==> src/rtl/dmem_arbiter.sv <==
// Round-robin two-port arbiter and access sequencer in front of a single-port data memory.
// Memory control, address and write data come only from registered state.
module dmem_arbiter #(
    parameter int unsigned DEPTH = 16
) (
    input  logic        Clk,
    input  logic        Rst_n,
    input  logic        C_req,
    input  logic        C_we,
    input  logic [15:0] C_addr,
    input  logic [15:0] C_wdata,
    output logic        C_gnt,
    output logic        C_rvalid,
    output logic [15:0] C_rdata,
    output logic        C_err,
    input  logic        D_req,
    input  logic        D_we,
    input  logic [15:0] D_addr,
    input  logic [15:0] D_wdata,
    output logic        D_gnt,
    output logic        D_rvalid,
    output logic [15:0] D_rdata,
    output logic        D_err,
    output logic        Memwrite,
    output logic        Memread,
    output logic        Memtoreg,
    output logic [15:0] addr,
    output logic [15:0] Datawrite,
    input  logic [15:0] Readdata
);

    // state  | meaning
    // IDLE   | no access in flight; arbitrate on every edge
    // ACCESS | memory driven for the winner; winner's gnt high
    // RESP   | winner's rvalid high; arbitrate again
    typedef enum logic [1:0] {
        IDLE   = 2'd0,
        ACCESS = 2'd1,
        RESP   = 2'd2
    } state_t;

    state_t      state_q, state_d;
    logic        last_q;      // 1 = port D won the most recent grant
    logic        port_q;      // 1 = port D owns the access in flight
    logic        we_q;
    logic        oor_q;
    logic [15:0] addr_q;
    logic [15:0] wdata_q;
    logic [15:0] rdata_q;

    logic        arb;
    logic        win_c;
    logic        win_d;
    logic        sel_we;
    logic [15:0] sel_addr;
    logic [15:0] sel_wdata;

    always_comb begin
        win_c     = C_req & (~D_req | last_q);
        win_d     = D_req & ~win_c;
        arb       = (state_q != ACCESS) & (C_req | D_req);
        sel_we    = win_d ? D_we    : C_we;
        sel_addr  = win_d ? D_addr  : C_addr;
        sel_wdata = win_d ? D_wdata : C_wdata;

        state_d = state_q;
        case (state_q)
            IDLE:    state_d = arb ? ACCESS : IDLE;
            ACCESS:  state_d = RESP;
            RESP:    state_d = arb ? ACCESS : IDLE;
            default: state_d = IDLE;
        endcase
    end

    always_ff @(posedge Clk or negedge Rst_n) begin
        if (!Rst_n) begin
            state_q <= IDLE;
            last_q  <= 1'b1;
            port_q  <= 1'b0;
            we_q    <= 1'b0;
            oor_q   <= 1'b0;
            addr_q  <= 16'h0000;
            wdata_q <= 16'h0000;
            rdata_q <= 16'h0000;
        end else begin
            state_q <= state_d;
            if (arb) begin
                last_q  <= win_d;
                port_q  <= win_d;
                we_q    <= sel_we;
                addr_q  <= sel_addr;
                wdata_q <= sel_wdata;
                oor_q   <= (32'(sel_addr) >= DEPTH);
            end
            if (state_q == ACCESS) begin
                rdata_q <= (we_q | oor_q) ? 16'h0000 : Readdata;
            end
        end
    end

    // Strobes decode from the state register so reset drops them without waiting for an edge.
    always_comb begin
        Memwrite  = (state_q == ACCESS) & we_q & ~oor_q;
        Memread   = (state_q == ACCESS) & ~we_q & ~oor_q;
        Memtoreg  = (state_q == ACCESS) & ~we_q;
        addr      = addr_q;
        Datawrite = wdata_q;

        C_gnt    = (state_q == ACCESS) & ~port_q;
        D_gnt    = (state_q == ACCESS) & port_q;
        C_rvalid = (state_q == RESP) & ~port_q;
        D_rvalid = (state_q == RESP) & port_q;
        C_err    = C_rvalid & oor_q;
        D_err    = D_rvalid & oor_q;
        C_rdata  = C_rvalid ? rdata_q : 16'h0000;
        D_rdata  = D_rvalid ? rdata_q : 16'h0000;
    end

endmodule

==> config.mk <==
export PLATFORM = sky130hd
export DESIGN_NAME = dmem_arbiter
export DESIGN_NICKNAME = d
export VERILOG_FILES = /design/src/rtl/dmem_arbiter.sv
export SDC_FILE = /design/constraint.sdc
export NUM_CORES = 1
export LEC_CHECK = 0
export BUFFER_PORTS_ARGS = -buffer_cell sky130_fd_sc_hd__buf_2
export CAP_MARGIN = 20
export CORE_ASPECT_RATIO = 1.4
export CORE_MARGIN = 2
export CORE_UTILIZATION = 45
export CTS_BUF_LIST = sky130_fd_sc_hd__clkbuf_4 sky130_fd_sc_hd__clkbuf_8
export CTS_CLUSTER_DIAMETER = 60
export DETAILED_ROUTE_END_ITERATION = 8
export PLACE_DENSITY = 0.82
export SYNTH_ARGS = -nofsm -noshare
export SYNTH_HDL_FRONTEND = slang
export SYNTH_SLANG_ARGS = --single-unit
==> constraint.sdc <==
create_clock -name Clk -period 1.6 [get_ports Clk]
set_input_delay 0.24 -clock Clk [delete_from_list [all_inputs] [get_ports Clk]]
set_output_delay 0.24 -clock Clk [all_outputs]
set_load 0.02 [all_outputs]
### Word-level counts from Yosys, hierarchy flattened

Cells that the tools add are included.

| word-level totals | value |
|---|---|
| register bits | 54 |
| bits of input ports | 86 |
| output and inout port bits | 73 |
| word-level logic and storage cells | 43 |

| operators by class | value |
|---|---|
| order comparisons | 1 |
| equal/unequal tests | 3 |
| multiplexer cells | 8 |
| bitwise operators | 21 |
| reduce and logical (&&, ||, !) cells | 2 |

Operators by type and width:

| operator | number |
|---|---|
| two-way mux 16 bit | 5 |
| greater-or-equal comparator 16 x 5 -> 1 bit (second input constant) | 1 |
| AND 1 bit | 13 |
| inverter 1 bit | 5 |
| case mux 2 bit (2 select lines) | 1 |
| OR 1 bit | 3 |
| == test 2 x 1 -> 1 bit (second input constant) | 1 |
| == test 2 bit (second input constant) | 1 |
| logical NOT 2 bit | 1 |
| two-way mux 1 bit | 2 |
| != test 2 x 1 -> 1 bit (second input constant) | 1 |
| OR reduction 2 bit | 1 |

### Logic depth before layout (Yosys ltp)

Gate-level depths: netlist (run 1).

| logic depth | value |
|---|---|
| depth after elaboration | 7 |
| mapped depth | 6 |

### Worst setup path before layout (run 1)

No wires, ideal clock.

| timing path | value |
|---|---|
| path type | flip-flop to output port |
| start point | register state_q[1] |
| end point | output Memwrite |
| arrival time | 1.332 ns |
| data required time | 1.360 ns |
| slack | 0.028 ns |
| stages on the path, launching flop included | 4 |
| cell sequence | dfrtp_1 nand2b_2 clkbuf_1 nor3b_1 |

| on the way | value |
|---|---|
| word-level cells in the longest chain between the ends | 3 |

Ends and longest elaborated chain:

| what | line | text |
|---|---|---|
| start, declared | 42 | `state_t state_q, state_d;` |
| start signal, assigned | 86 | `state_q <= state_d;` |
| == test 2 x 1 -> 1 bit | 103 | `Memwrite = (state_q == ACCESS) & we_q & ~oor_q;` |
| AND 1 bit (2 in series) | 103 |  |
| end, declared | 24 | `output logic Memwrite,` |

Every way passes these cells.

### Worst setup path after layout (run 1)

| timing path | value |
|---|---|
| start point | register state_q[0] |
| end point | output C_rdata[5] |

| on the way | value |
|---|---|
| word-level cells in the longest chain between the ends | 3 |

Ends and longest elaborated chain:

| what | line | text |
|---|---|---|
| == test 2 bit | 111 | `C_rvalid = (state_q == RESP) & ~port_q;` |
| AND 1 bit | 111 |  |
| two-way mux 16 bit | 115 | `C_rdata = C_rvalid ? rdata_q : 16'h0000;` |
| end, declared | 14 | `output logic [15:0] C_rdata,` |

Every way passes these cells.

==> metrics.md, run 1 <==
| Metric | Value |
|---|---|
| Outcome | finished with violations |
| Violated checks | setup timing |
| Crit Path Class | reg2out |
| Worst min path class | in2reg |
| RePlAce Congestion | 0.696 |
| CTS tree | built |
| Post-synthesis compound-gate area fraction | 12.9% |
| Chip Height | 94.5 microns |
| Yosys cell types | 29 |
| Layout cells sized above 1 | approximately half |
| Comb pwr share | 31.3% |
| Critical path arrival | ~1.4 ns |
| Largest family of logic cells by synthesized area | simple AND/OR/NAND/NOR gates |
| Initial DRC Count | 129 |
| TNS Setup | -1.27 ns |
| Sequential share of power | between 40 and 50% |
| Final #Nets | between 400 and 500 |
| Post-synthesis simple-gate area fraction | 18.4% |
| Antenna viol nets, final | 0 |
| Via density | between 5 and 6 |
| Most used DFF post-synth | dfrtp_1 |
| Async S/R FF share, synth | 100% |
| Global-route wire length before repair | 10,300 microns |
| Routed via count | between 2,000 and 2,500 |
| VDD IR max | 0.658 mV |
| Row count | 33 |
| # port buffers | 158 |
| RSZ-0062 raised after global routing | yes |
| Clk slew on worst S/H paths | 0.10 ns |
| Num ports | between 150 and 200 |
| Sw frac | 33.7% |
| WL final | 6800 microns |
| Register area share after synthesis | a little over 50% |
| Most frequent cell after synthesis | dfrtp_1 |
| Final slew viol count | 0 |
| Pin count of the biggest net entering global routing | 55 |
| Initial antenna violation count | 0 |
| XOR/XNOR share of the synthesized area | 0% |
| Proportion of power drawn by the clock network | between 20 and 25% |
| Final worst-path cycle share | 104% |
| Fin crit period | 1.66 ns |
| Critical path peak fanout | 18 |
| Post-synth design cell area | 0.00264 sq mm |
| Startpoint Class | flip-flop |
| Final setup skew | 0.00682 ns |
| CTS sink cnt | 54 |
| Synth warn | 0 |
| Met2 usage | 39.1% |
| Syn Nets | between 300 and 400 |
| Met1 Track Usage GR | 22.1% |
| Final std cells w/o fill | 483 |
| Total grt overflow | 0 |
| Cell taking the most area after synthesis | dfrtp_1 |
| Vias in the first global route | 2,390 |
| Psw | 1.28 mW |
| CTS buffer count | 5 |
| Mapped Cells | 246 |
| EDFF count, synth | 0 |
| Top post-synthesis cells by area | dfrtp_1 (50%), mux2i_1 (12%), and2_1 (8.3%) |
| Die X-Extent | between 60 and 70 microns |
| Mux cell area share after synthesis | 13.0% |
| Adder and majority gate portion of the synthesized area | 0% |
| Met3 Track Usage GR | 4.17% |
| Initial core utilization | a little under half |
| FF+latch count, synth | 54 |
| Grt peak-use layer | met2 |
| Power Density | 967 mW/mm^2 |
| Worst setup EP type | output pin |
| Final hold vios | 0 |
| CTS H-Tree Depth | 2 |
| Worst hold slack | 0.148 ns |
| CTS Root Buffer Type | clkbuf_8 |
| Total Power | 3.80 mW |
| Clk buf depth | 2 |
| Commonest cells post-synth | dfrtp_1 (53), nor2_1 (36), and2_1 (35), a21oi_1 (32), mux2i_1 (32) |
| Residual DRC | 0 |
| GRT Total Usage | 20.8% |
| Pint | 2.52 mW |
| Worst-skew pair later-pin latency | 0.30 ns |
| Synth top area share | 50.3% |
| Worst path required time | 1.36 ns |
| ANT cells | 0 |
| Final setup fails | 35 |
| Slew HR | 79.4% |
| Post-DP HPWL | around 5000 microns |
| Layout area overhead | 49.3% |
| Core area | 0.00574 sq mm |
| Peak Freq | 603 MHz |
| Mapped Avg Cell Area | 10.7 sq um |
| Die ar. | approximately 0.0065 sq mm |
| Leakage | 2.00 nW |
| Routed WL per cell | 14.1 microns |
| Max-cap violations | 0 |
| Worst Tran Pin Value | 0.306 ns |
| Worst setup margin | -0.0586 ns |
| Pre-antenna DRT Iters | 4 |
| Placed Instances | 470 |
## flip-flops by register name, summed over array words and instances, names as in the netlist
name,flops
Datawrite,16
addr,16
rdata_q,16
state_q,2
last_q,1
oor_q,1
port_q,1
we_q,1
## worst max-delay path: stages, from the launching register on
cell and delay [ns]:
dfrtp_2 0.44, nor3b_2 0.20, buf_6 0.18, and2_1 0.16, buf_4 0.15
## metal layers
| metal | share of wire (%) | up-vias |
|---|---|---|
| met5 | 0 | - |
| met4 | 1.2 | 0 |
| met3 | 5.6 | 8 |
| met2 | 57 | 82 |
| met1 | 36 | 1144 |
| li1 | - | 1191 |
## path summary, 6_finish.rpt
| check | from | end | slack (ns) | cells past startpoint |
|---|---|---|---|---|
| setup reg to reg | state_q[0]$_DFF_PN0_ | oor_q$_DFFE_PN0P_ | 0.12 | 7 |
| hold reg to reg | state_q[0]$_DFF_PN0_ | state_q[0]$_DFF_PN0_ | 0.48 | 1 |
| hold / removal | Readdata[3] | rdata_q[3]$_DFFE_PN0N_ | 0.15 | 2 |
| min in group asynchronous | Rst_n | Datawrite[13]$_DFFE_PN0P_ | 0.45 | 3 |
| max in group asynchronous | Rst_n | last_q$_DFFE_PN1P_ | 0.87 | 3 |
| setup / recovery | state_q[0]$_DFF_PN0_ | C_rdata[5] | -0.06 | 4 |
## placed cells by master, fill, tap and decap left out, types with 2 or more instances in the layout
| cell | count |
|---|---|
| buf_2 | 123 |
| nor2_1 | 36 |
| dfrtp_1 | 52 |
| and2_4 | 12 |
| nor3b_1 | 2 |
| and2_1 | 23 |
| a21oi_1 | 32 |
| clkbuf_8 | 5 |
| mux2i_1 | 32 |
| buf_12 | 2 |
| buf_4 | 17 |
| clkinvlp_4 | 2 |
| a22o_1 | 16 |
| nor2b_1 | 2 |
| nor4_1 | 5 |
| buf_6 | 33 |
## area by class of cell
cell class              instances  area [sq um]
clock buffers                   5          68.8
flip-flops and latches         54          1350
multi-input cells             174          1210
inverters                       1          3.75
repair buffers                176          1160
fillers                       438          1810
clock inverters                 3          45.0
well taps                      70          87.6
## what timing repair did
item                                   in CTS  in global routing
endpoints found under the hold margin      53                  0
resized for setup                          60                 25
hold buffers                                1                  0
cloned                                      1                  0
setup endpoints to repair                  38                 50
pin swaps                                   1                  6
setup buffers                               1                  2
## power groups by stage
stage / registers, mW / logic (mW) / clock network, mW
3_5_place_dp: 1.72 / 1.15 / 0
2_1_floorplan: 1.94 / 0.466 / 0
5_1_grt: 1.73 / 1.29 / 0.989
3_3_place_gp: 1.72 / 1.12 / 0
4_1_cts: 1.70 / 1.18 / 0.937
6_report: 1.70 / 1.19 / 0.916
## cells by family after synthesis
family	count (synthesis)
buffers and inverters	18
AND/OR/NAND/NOR	87
flip-flops	54
AO/OA/AOI/OAI	53
multiplexers	34
## metrics by stage
| stage | setup WS [ns] | utilization [%] | instance area [sq um] |
|---|---|---|---|
| global route | -0.123 | 68.5 | 3930 |
| global placement | 0.165 | 61.5 | 3530 |
| CTS | -0.110 | 67.0 | 3840 |
| floorplan | 0.0280 | - | 2640 |
| finish | -0.0586 | 68.5 | 3930 |
| detailed placement | 0.117 | 61.5 | 3530 |
Power figures use the tool's default switching activity.
==> inputs of run 2 (changes only) <==
--- a/config.mk
+++ b/config.mk
@@ -13,6 +13,7 @@
 export CTS_BUF_LIST = sky130_fd_sc_hd__clkbuf_4 sky130_fd_sc_hd__clkbuf_8
 export CTS_CLUSTER_DIAMETER = 60
 export DETAILED_ROUTE_END_ITERATION = 8
+export GPL_TIMING_DRIVEN = 0
 export PLACE_DENSITY = 0.82
 export SYNTH_ARGS = -nofsm -noshare
 export SYNTH_HDL_FRONTEND = slang
==> run 2 against run 1 <==
Effect of this change:
- utilization rose by 2.8 points
- clock skew rose by 0.0064 ns
- the flow still finishes with violations (setup timing)
- worst hold slack got worse by 0.0016 ns
- sequential power barely moved
- critical path depth did not move
- total power fell by 1.7%
- design area rose by 4.0%
- maximum frequency fell by 3.6%
- critical endpoint is now D_rdata[3]
- via count rose by 4.8%
==> metrics.md, run 2 (synthesis results as in run 1) <==
| Metric | Value |
|---|---|
| Outcome | finished with violations |
| Violated checks | setup timing |
| Routed WL per cell | 15.9 microns (+13%) |
| Max-cap violations | 0 (unchanged) |
| Num ports | 159 (unchanged) |
| Power Density | 914 mW/mm^2 (-5.5%) |
| ANT cells | 0 (unchanged) |
| Pin count of the biggest net entering global routing | 29 (-47%) |
| Final Cell Area | 0.00409 sq mm (+4.0%) |
| Critical-path top delay cell | dfrtp_2 |
| FF-to-FF setup slack | 0.09 ns (-0.03 ns) |
| Vias in the first global route | 2,475 (+3.6%) |
| Top cell by count, worst path | buf_6 |
| TNS Setup | -3.36 ns (-2.09 ns) |
| Post-DP HPWL | 5240 microns (+4.4%) |
| Slew HR | 58.3% (-21 points) |
| Leakage | 2.07 nW (+3.6%) |
| CTS buffer count | 5 (unchanged) |
| Final #Nets | 507 (+1.8%) |
| Final setup fails | 36 (+2.9%) |
| Critical Path End | D_rdata[3] |
| WL final | 7830 microns (+15%) |
| GRT Total Usage | 22.9% (+2.2 points) |
| Residual DRC | 0 (unchanged) |
| Final setup skew | 0.0132 ns (+0.00639 ns) |
| CTS H-Tree Depth | 2 (unchanged) |
| Row count | 33 (unchanged) |
| Startpoint Class | flip-flop |
| Critical path launch point | state_q[0]$_DFF_PN0_ |
| Core area | 0.00574 sq mm (unchanged) |
| Initial DRC Count | 122 (-5.4%) |
| WP buf/inv | 2 (unchanged) |
| Worst min path class | in2reg |
| Worst setup EP type | output pin |
| Worst Tran Pin Value | 0.626 ns (+0.321 ns) |
| CP top delay family | simple AND/OR/NAND/NOR gates |
| CTS sink cnt | 54 (unchanged) |
| Worst-skew pair later-pin latency | 0.31 ns (about the same) |
| Die X-Extent | 68.7 microns (unchanged) |
| Die ar. | 0.00649 sq mm (unchanged) |
| Max incr delay on CP | 0.44 ns (about the same) |
| Clk buf depth | 2 (unchanged) |
| Most common cell after layout, fill and taps aside | buf_2 |
| Crit Path Class | reg2out |
| Fin crit period | 1.72 ns (+0.0627 ns) |
| # port buffers | 158 (unchanged) |
| Critical path peak fanout | 8 (-10) |
| VDD IR max | 0.796 mV (+21%) |
| Final hold vios | 0 (unchanged) |
| Worst setup margin | -0.121 ns (-0.0627 ns) |
| Most frequent cells in the layout | buf_2 (122), dfrtp_1 (51), buf_6 (45) |
| RSZ-0062 raised after global routing | yes |
| Critical-path cell list | and3b_2, buf_6, and2_4, buf_6 |
| Total grt overflow | 0 (unchanged) |
| Final slew viol count | 0 (unchanged) |
| Cell depth of the worst setup path | 4 (unchanged) |
| Peak Freq | 581 MHz (-3.6%) |
| Pre-antenna DRT Iters | 4 (unchanged) |
| Global-route wire length before repair | 11,300 microns (+9.4%) |
| Layout area overhead | 55.3% |
| Final std cells w/o fill | 492 (+1.9%) |
| Reg2reg end | addr[1]$_DFFE_PN0P_ |
| Initial antenna violation count | 1 (+1) |
| Placed Instances | 475 (+1.1%) |
| Routed via count | 2,541 (+4.8%) |
| Via density | 5.16 (+2.9%) |
| Placed instance area | 0.00353 sq mm (about the same) |
| Critical path arrival | 1.48 ns (+0.06 ns) |
| Layout cells sized above 1 | 55.9% (+6.3 points) |
| CTS tree | built |
| CTS Root Buffer Type | clkbuf_8 |
| RePlAce Congestion | 0.735 (+5.6%) |
| FF-to-FF Start | state_q[0]$_DFF_PN0_ |
| Initial core utilization | 45.9% (unchanged) |
| Worst Reg-to-Reg Cells | 7 (unchanged) |
| Chip Height | 94.5 microns (unchanged) |
| Antenna viol nets, final | 0 (unchanged) |
| Final worst-path cycle share | 108% (+3.9 points) |
| Worst path required time | 1.36 ns (about the same) |
| Clk slew on worst S/H paths | 0.11 ns (about the same) |
[run 2: cell types whose count changed in the layout (fill, tap and decap cells not counted), moves of 2 or more]
| cell | previous run | this run |
|---|---|---|
| and2_1 | 23 | 4 |
| buf_4 | 17 | 13 |
| clkbuf_4 | 0 | 2 |
| buf_6 | 33 | 45 |
| and2_4 | 12 | 31 |
[run 2: routing by layer]
layer	up-vias	track usage, %	wire (microns)
met5	-	0	13
met2	96	41.3	4450
met4	2	6.50	100
met3	10	4.77	391
met1	1230	26.6	2870
li1	1203	-	-
[run 2: final cells by class]
type,instances,area (sq um)
plain buffers,16,154
clock buffers,5,68.8
clock inverters,3,21.3
fillers,418,1650
inverters,1,6.26
multi-input cells,174,1270
flip-flops and latches,54,1360
well taps,70,87.6
repair buffers,169,1130
[run 2: where the power goes]
| part | total [mW] | internal [mW] | switching, mW |
|---|---|---|---|
| sequential | 1.69 | 1.57 | 0.121 |
| combinational | 1.29 | 0.534 | 0.753 |
| clock | 0.758 | 0.309 | 0.449 |
| total | 3.74 | 2.41 | 1.32 |
[run 2: timing repair]
action | 4_1_cts | 5_1_grt
gates cloned | 0 | 1
gates resized for setup | 61 | 72
endpoints found under the hold margin | 25 | 0
setup buffers | 8 | 0
pin swaps | 7 | 7
endpoints found under the setup margin | 40 | 71
hold buffers | 1 | 0
[run 2: worst min-delay path by stage]
stage | from | to | cells after the start
floorplan | Rst_n | Datawrite[0]$_DFFE_PN0P_ | 0
global placement | Readdata[3] | rdata_q[3]$_DFFE_PN0N_ | 2
detailed placement | Rst_n | Datawrite[13]$_DFFE_PN0P_ | 1
CTS | Readdata[3] | rdata_q[3]$_DFFE_PN0N_ | 2
global route | Readdata[10] | rdata_q[10]$_DFFE_PN0N_ | 2
finish | Readdata[4] | rdata_q[4]$_DFFE_PN0N_ | 2
[run 2: per-stage QoR]
stage / setup slack (ns) / total power, mW / hold WS (ns) / utilization, %
after floorplan: 0.0280 / 2.40 / -0.0556 / -
after global placement: -0.0414 / 2.84 / 0.458 / 61.2
after detailed placement: -0.107 / 2.88 / 0.296 / 61.6
after CTS: -0.0915 / 3.72 / 0.133 / 67.7
after global routing: -0.195 / 3.96 / 0.144 / 71.3
final: -0.121 / 3.74 / 0.146 / 71.3
